### src/rtl/shadow_dump_collector_if.sv
// rtl/shadow_dump_collector_if.sv - chain dump bus and output word stream
interface shadow_dump_collector_if #(
  parameter int CHAINS = 64,
  parameter int WORD_W = 32,
  parameter int CID_W  = $clog2(CHAINS)
);
  logic [CHAINS-1:0] dump_en;
  logic [CHAINS-1:0] ch_out;
  logic [CHAINS-1:0] ch_out_vld;
  logic [CHAINS-1:0] ch_out_done;
  logic [WORD_W-1:0] out_data;
  logic [CID_W-1:0]  out_chain;
  logic              out_last;
  logic              out_valid;
  logic              out_ready;

  modport master (
    output dump_en,
    input  ch_out, ch_out_vld, ch_out_done,
    output out_data, out_chain, out_last, out_valid,
    input  out_ready
  );

  modport slave (
    input  dump_en,
    output ch_out, ch_out_vld, ch_out_done,
    input  out_data, out_chain, out_last, out_valid,
    output out_ready
  );
endinterface

### src/rtl/shadow_dump_collector.sv
// rtl/shadow_dump_collector.sv - shadow chain dump receiver and word packer
module shadow_dump_collector #(
  parameter int CHAINS  = 64,
  parameter int WORD_W  = 32,
  parameter int TIMEOUT = 1024,
  parameter int CID_W   = $clog2(CHAINS)
) (
  input  logic                    sh_clk,
  input  logic                    sh_rst_l,
  input  logic                    start,
  input  logic [CHAINS-1:0]       chain_mask,
  output logic                    busy,
  output logic                    dump_done,
  output logic                    timeout_err,
  shadow_dump_collector_if.master bus
);
  localparam int WC_W = $clog2(WORD_W);
  localparam int IC_W = $clog2(TIMEOUT + 1);

  localparam logic [2:0] IDLE    = 3'd0;
  localparam logic [2:0] SEEK    = 3'd1;
  localparam logic [2:0] SHIFT   = 3'd2;
  localparam logic [2:0] FLUSH   = 3'd3;
  localparam logic [2:0] TRAILER = 3'd4;
  localparam logic [2:0] DRAIN   = 3'd5;

  logic [2:0]        state_q, state_d;
  logic [CHAINS-1:0] mask_q, mask_d;
  logic [CID_W-1:0]  sel_q, sel_d;
  logic [15:0]       bcnt_q, bcnt_d;
  logic [WC_W-1:0]   wcnt_q, wcnt_d;
  logic [WORD_W-1:0] sreg_q, sreg_d;
  logic [IC_W-1:0]   idle_q, idle_d;
  logic              tflag_q, tflag_d;
  logic              terr_q, terr_d;
  logic              done_q, done_d;
  logic [CHAINS-1:0] en_q, en_d;

  // Two-entry output FIFO; head entry drives the stream directly from flops.
  logic [WORD_W-1:0] fd_q [2];
  logic [CID_W-1:0]  fc_q [2];
  logic [1:0]        fl_q;
  logic              wr_ptr_q, rd_ptr_q;
  logic [1:0]        fcnt_q;

  logic              push, push_last, wr, pop, fifo_full;
  logic [WORD_W-1:0] push_data;
  logic              vld_take, done_in, bit_in, en_ok;
  logic [WORD_W-1:0] word_w;
  logic [31:0]       trailer;

  assign fifo_full = (fcnt_q == 2'd2);
  assign vld_take  = (state_q == SHIFT) && bus.ch_out_vld[sel_q];
  assign done_in   = (state_q == SHIFT) && bus.ch_out_done[sel_q];
  assign bit_in    = bus.ch_out[sel_q];
  assign trailer   = {15'd0, tflag_q, bcnt_q};
  assign wr        = push && !fifo_full;
  assign pop       = bus.out_valid && bus.out_ready;

  // Dump sequencer: chain walk, bit packing, flush/trailer emission, timeout.
  always_comb begin
    state_d   = state_q;
    mask_d    = mask_q;
    sel_d     = sel_q;
    bcnt_d    = bcnt_q;
    wcnt_d    = wcnt_q;
    sreg_d    = sreg_q;
    idle_d    = idle_q;
    tflag_d   = tflag_q;
    terr_d    = terr_q;
    done_d    = 1'b0;
    push      = 1'b0;
    push_last = 1'b0;
    push_data = '0;
    word_w    = sreg_q;
    case (state_q)
      IDLE: begin
        if (start) begin
          mask_d  = chain_mask;
          sel_d   = '0;
          terr_d  = 1'b0;
          state_d = SEEK;
        end
      end
      SEEK: begin
        if (mask_q[sel_q]) begin
          bcnt_d  = '0;
          wcnt_d  = '0;
          sreg_d  = '0;
          idle_d  = '0;
          tflag_d = 1'b0;
          state_d = SHIFT;
        end else if (sel_q == CID_W'(CHAINS - 1)) begin
          state_d = DRAIN;
        end else begin
          sel_d = sel_q + 1'b1;
        end
      end
      SHIFT: begin
        if (vld_take) begin
          word_w[wcnt_q] = bit_in;
          idle_d = '0;
          if (bcnt_q != 16'hFFFF) bcnt_d = bcnt_q + 16'd1;
          if (wcnt_q == WC_W'(WORD_W - 1)) begin
            push      = 1'b1;
            push_data = word_w;
            wcnt_d    = '0;
            sreg_d    = '0;
          end else begin
            wcnt_d = wcnt_q + 1'b1;
            sreg_d = word_w;
          end
        end
        // A bit arriving together with done has already been taken above.
        if (done_in) begin
          state_d = FLUSH;
        end else if (!vld_take) begin
          if (idle_q == IC_W'(TIMEOUT - 1)) begin
            terr_d  = 1'b1;
            tflag_d = 1'b1;
            state_d = FLUSH;
          end else begin
            idle_d = idle_q + 1'b1;
          end
        end
      end
      FLUSH: begin
        if (wcnt_q == '0) begin
          state_d = TRAILER;
        end else if (!fifo_full) begin
          push      = 1'b1;
          push_data = sreg_q;
          wcnt_d    = '0;
          sreg_d    = '0;
          state_d   = TRAILER;
        end
      end
      TRAILER: begin
        if (!fifo_full) begin
          push      = 1'b1;
          push_last = 1'b1;
          push_data = WORD_W'(trailer);
          if (sel_q == CID_W'(CHAINS - 1)) begin
            state_d = DRAIN;
          end else begin
            sel_d   = sel_q + 1'b1;
            state_d = SEEK;
          end
        end
      end
      DRAIN: begin
        if (fcnt_q == 2'd0) begin
          done_d  = 1'b1;
          state_d = IDLE;
        end
      end
      default: state_d = IDLE;
    endcase
  end

  // Shift enable: at most one bit in flight beyond what the FIFO can absorb.
  always_comb begin
    en_ok = (state_d == SHIFT) && !fifo_full &&
            !((fcnt_q != 2'd0) && (int'(wcnt_q) + int'(vld_take) >= WORD_W - 1));
    en_d  = '0;
    if (en_ok) en_d[sel_d] = 1'b1;
  end

  // Sequencer state registers.
  always_ff @(posedge sh_clk or negedge sh_rst_l) begin
    if (!sh_rst_l) begin
      state_q <= IDLE;
      mask_q  <= '0;
      sel_q   <= '0;
      bcnt_q  <= '0;
      wcnt_q  <= '0;
      sreg_q  <= '0;
      idle_q  <= '0;
      tflag_q <= 1'b0;
      terr_q  <= 1'b0;
      done_q  <= 1'b0;
      en_q    <= '0;
    end else begin
      state_q <= state_d;
      mask_q  <= mask_d;
      sel_q   <= sel_d;
      bcnt_q  <= bcnt_d;
      wcnt_q  <= wcnt_d;
      sreg_q  <= sreg_d;
      idle_q  <= idle_d;
      tflag_q <= tflag_d;
      terr_q  <= terr_d;
      done_q  <= done_d;
      en_q    <= en_d;
    end
  end

  // Output FIFO storage, pointers and occupancy.
  always_ff @(posedge sh_clk or negedge sh_rst_l) begin
    if (!sh_rst_l) begin
      for (int i = 0; i < 2; i++) begin
        fd_q[i] <= '0;
        fc_q[i] <= '0;
      end
      fl_q     <= '0;
      wr_ptr_q <= 1'b0;
      rd_ptr_q <= 1'b0;
      fcnt_q   <= 2'd0;
    end else begin
      if (wr) begin
        fd_q[wr_ptr_q] <= push_data;
        fc_q[wr_ptr_q] <= sel_q;
        fl_q[wr_ptr_q] <= push_last;
        wr_ptr_q       <= ~wr_ptr_q;
      end
      if (pop) rd_ptr_q <= ~rd_ptr_q;
      case ({wr, pop})
        2'b10:   fcnt_q <= fcnt_q + 2'd1;
        2'b01:   fcnt_q <= fcnt_q - 2'd1;
        default: fcnt_q <= fcnt_q;
      endcase
    end
  end

  assign bus.dump_en   = en_q;
  assign bus.out_valid = (fcnt_q != 2'd0);
  assign bus.out_data  = fd_q[rd_ptr_q];
  assign bus.out_chain = fc_q[rd_ptr_q];
  assign bus.out_last  = fl_q[rd_ptr_q];
  assign busy          = (state_q != IDLE) || done_q;
  assign dump_done     = done_q;
  assign timeout_err   = terr_q;
endmodule
### src/flat_wrapper.sv
// flat-port wrapper written by rule: the top's interface ports become plain ports
module shadow_dump_collector_flat 
#(
  parameter int CHAINS  = 64,
  parameter int WORD_W  = 32,
  parameter int TIMEOUT = 1024,
  parameter int CID_W   = $clog2(CHAINS)
)
  (sh_clk, sh_rst_l, start, chain_mask, busy, dump_done, timeout_err, bus_dump_en, bus_ch_out, bus_ch_out_vld, bus_ch_out_done, bus_out_data, bus_out_chain, bus_out_last, bus_out_valid, bus_out_ready);
  shadow_dump_collector_if #(.CHAINS(CHAINS), .WORD_W(WORD_W), .CID_W(CID_W)) bus_i ();
  input  logic sh_clk;
  input  logic sh_rst_l;
  input  logic start;
  input  logic [CHAINS-1:0] chain_mask;
  output logic busy;
  output logic dump_done;
  output logic timeout_err;
  output wire logic [$bits(bus_i.dump_en)-1:0] bus_dump_en;
  input wire logic [$bits(bus_i.ch_out)-1:0] bus_ch_out;
  input wire logic [$bits(bus_i.ch_out_vld)-1:0] bus_ch_out_vld;
  input wire logic [$bits(bus_i.ch_out_done)-1:0] bus_ch_out_done;
  output wire logic [$bits(bus_i.out_data)-1:0] bus_out_data;
  output wire logic [$bits(bus_i.out_chain)-1:0] bus_out_chain;
  output wire logic [$bits(bus_i.out_last)-1:0] bus_out_last;
  output wire logic [$bits(bus_i.out_valid)-1:0] bus_out_valid;
  input wire logic [$bits(bus_i.out_ready)-1:0] bus_out_ready;
  assign bus_dump_en = bus_i.dump_en;
  assign bus_i.ch_out = bus_ch_out;
  assign bus_i.ch_out_vld = bus_ch_out_vld;
  assign bus_i.ch_out_done = bus_ch_out_done;
  assign bus_out_data = bus_i.out_data;
  assign bus_out_chain = bus_i.out_chain;
  assign bus_out_last = bus_i.out_last;
  assign bus_out_valid = bus_i.out_valid;
  assign bus_i.out_ready = bus_out_ready;
  shadow_dump_collector #(.CHAINS(CHAINS), .WORD_W(WORD_W), .TIMEOUT(TIMEOUT), .CID_W(CID_W)) u_core (.sh_clk(sh_clk), .sh_rst_l(sh_rst_l), .start(start), .chain_mask(chain_mask), .busy(busy), .dump_done(dump_done), .timeout_err(timeout_err), .bus(bus_i));
endmodule
### config.mk
export PLATFORM = sky130hd
export DESIGN_NAME = shadow_dump_collector_flat
export DESIGN_NICKNAME = d
export VERILOG_FILES = /design/src/rtl/shadow_dump_collector_if.sv /design/src/rtl/shadow_dump_collector.sv /design/src/flat_wrapper.sv
export SDC_FILE = /design/constraint.sdc
export NUM_CORES = 1
export LEC_CHECK = 0
export CORE_UTILIZATION = 30
export CTS_BUF_LIST = sky130_fd_sc_hd__clkbuf_16
export DETAILED_ROUTE_END_ITERATION = 10
export SLEW_MARGIN = 10
export SYNTH_ARGS = -nofsm -noshare
export SYNTH_HDL_FRONTEND = slang
export SYNTH_SLANG_ARGS = --single-unit
### constraint.sdc
create_clock -name sh_clk -period 5 [get_ports sh_clk]
set_clock_uncertainty 0.2 [all_clocks]
set_input_delay 1 -clock sh_clk [delete_from_list [all_inputs] [get_ports sh_clk]]
set_output_delay 1 -clock sh_clk [all_outputs]
set_load 0.005 [all_outputs]
==> impl_metrics.tcl <==
set metrics [dict create \
    cp_data_required_time_ps 5300 \
    nets 2058 \
    coreArea_mm2 0.0503 \
    syn_to_final_growth_pct 36.0 \
    synth_area_per_cell_um2 10.6 \
    rsz0062_at_grt "no" \
    crit_fanout 10 \
    reg2reg_depth 19 \
    cp_cell_sequence "clkdlybuf4s50_1 -> mux4_2 -> and2_1 -> a2111oi_1 -> buf_4 -> o32a_1 -> nor3_1 -> ha_1 -> ha_1 -> nand2_1 -> o31ai_1 -> o2bb2ai_1 -> nand3_1 -> nand4_1 -> nor4_4 -> buf_4 -> or3b_1 -> nor3_1" \
    reg2reg_to "u_core.bus.dump_en[18]" \
    timing.rr.start "u_core.sel_q[0]" \
    fin_crit_sh_pct 94.0 \
    cts_num_sinks 286 \
    crit_type "input pin to flop" \
    dp.cells 2426 \
    ys_types 85 \
    synth_area_leader_cell "dfrtp_1" \
    grt.met3_usage_pct 4.28 \
    cts_buffers 31 \
    synth.area.top_cells "dfrtp_1, mux2_2, mux4_2, o21ai_0, nor2_1" \
    fin_cells 2483 \
    p_leak_uw 0.00841 \
    initial_core_util_pct 30.5 \
    clk_latency_ps 590 \
    grt_start_max_net_pins 121 \
    p_total_uw 9470 \
    synth_seq_cells 286 \
    cts_buffer_depth 3 \
    grt_pass1_vias 12914 \
    row_count 82 \
    final_cell_mix "clkdlybuf4s50_1, dfrtp_1, nor2_1, o21ai_0, mux2_2" \
    detail-route-antenna-nets 0 \
    io_pins 367 \
    synth-seq-area-share_pct 46.7 \
    grt_pass1_wl_mm 75.9 \
    slew_headroom_pct 14.3 \
    synthCells 1441 \
    fin_crit_ps 4700 \
    fin_area_mm2 0.0208 \
    yosysTopAreaCellShare_pct 46.7 \
    p_per_area_mw_per_mm2 455 \
    vias_per_cell 5.16 \
    clock-root-buffer "clkbuf_16" \
    min_path_type "input pin to async pin" \
    maxCapViolCount 0 \
    antenna_found_initial 1 \
    hold_violations 0 \
    synth_flop_cell "dfrtp_1" \
    wl_per_cell_um 19.6 \
    worst_ep_arrival_time_ps 5000 \
    grt.total_usage_pct 18.4 \
    async_flop_share_pct 100 \
    hold_ws_ps 186 \
    overflow 0 \
    busiest_layer "met2" \
    cpMaxStageDelayCell "or3b_1" \
    synth_edf_count 0 \
    final_common_cell "clkdlybuf4s50_1" \
    critPathMaxStageDelay_ps 510 \
    drive_gt1_share_pct 17.3 \
    tns_ps 0 \
    clk_pin_slew_ps 60 \
    grt_util_met1_pct 24.2 \
    finalSetupViolCount 0 \
    dr.pass1.iters 5 \
    syn-num-nets 1712 \
    drt_iter0_markers 822 \
    max_freq_mhz 213 \
    placed_area_mm2 0.0198 \
    gp_congestion 0.893 \
    cts_tree "done" \
    die_y_um 228 \
    diodes 0 \
    grt_use_met2_pct 30.4 \
    post_cts_buffers 0 \
    cts_resized 0 \
    hold_buffers 0 \
    portBuffers 366 \
    totalWireLength_mm 48.7 \
    irDropWorstVdd_v 0.000279 \
    max_slew.worst_pin.slew_ps 1280 \
    cp-start-kind "input pin" \
    slew_viol_final 0 \
    place_hpwl_mm 36.3 \
    yosysWarningCount 0 \
    outcome "completed" \
    htree_levels 1 \
    vias 12810 \
    syn_area_mm2 0.0153 \
    route.detailed.drc 0 \
    ff2ff_setup_slack_ps 430 \
    fp.dieW_um 228 \
    endpoint_kind "flop" \
    die_area_mm2 0.0519 \
]
## worst max-delay path: cells and delay by family
kind                       cells  cell delay [ps]
AOI/OAI and AO/OA              4              710
buffers and inverters          3              800
adders and majority gates      2              500
muxes                          1              490
and+or+nand+nor                8             1490
## cells by family after synthesis
logic type	after synthesis	share of synthesized area, %
DFF	286	46.7
muxes	202	18.4
xor gates and xnor gates	19	1.09
AOI/OAI and AO/OA	333	13.7
adders and majority gates	11	0.899
and+or+nand+nor	466	15.0
buffers and inverters	124	4.16
## layout make-up
class                      count  area, µm²
fill                        4886      29400
multi-input combinational   1031       7530
sequential                   286       7160
timing repair buffer         423       4170
tap                          672        841
clock buffer                  31        776
clock inverter                26        295
inverter                      14       52.6
## synthesized netlist by cell type, types with 7 or more instances
cell      number
buf_2         29
clkbuf_1      55
ha_1          11
nor3_1        52
nand2b_1      15
buf_6          8
nand3_1       34
mux4_1         8
inv_1         12
mux2i_1       25
nor3_2        11
nor4_1        14
nor2_1       145
nand2_1      114
o21ai_0      133
mux2_2       126
or2_2          7
o31ai_1       35
a21oi_1       67
nand4_1       13
a22oi_1       25
xor2_1        14
and3_1        12
buf_1          8
dfrtp_1      286
mux4_2        40
nor2b_1       13
## metrics by stage
| stage | utilization (%) | setup slack [ps] |
|---|---|---|
| after CTS | 41.4 | 306 |
| after global placement | 39.3 | -311 |
| after detailed placement | 39.3 | -314 |
| final | 41.4 | 298 |
| after floorplan | - | 309 |
| after global routing | 41.4 | 10.8 |
## registers in the layout, summed over array words and instances, names as in the netlist, 6 cells and up
name / cells
u_core.bus.dump_en: 64
u_core.fd_q: 64
u_core.fc_q: 12
u_core.bcnt_q: 16
u_core.sreg_q: 32
u_core.idle_q: 11
u_core.sel_q: 6
u_core.mask_q: 64
## routing by layer
layer  vias up  routed length, µm  part of all wire, %
met1      6315              21000                   43
met2       421              23300                   48
li1       5994                  -                    -
met5         -                 12                0.025
met4         2               1280                  2.6
met3        78               3220                  6.6
## power breakdown
part           internal (µW)  total [µW]  switching [µW]
Combinational           1950        3760            1810
Clock                   1440        2420             985
Sequential              2880        3280             408
Total                   6270        9470            3200
## worst max-delay path by stage
stage                             from                endpoint  cells after the start
floorplan           bus_ch_out_vld[63]  u_core.bus.dump_en[19]                     17
global placement    bus_ch_out_vld[61]  u_core.bus.dump_en[34]                     18
detailed placement  bus_ch_out_vld[61]  u_core.bus.dump_en[18]                     18
CTS                 bus_ch_out_vld[61]  u_core.bus.dump_en[18]                     18
global route        bus_ch_out_vld[61]  u_core.bus.dump_en[18]                     18
finish              bus_ch_out_vld[61]  u_core.bus.dump_en[18]                     18
(Power assumes the default switching activity.)
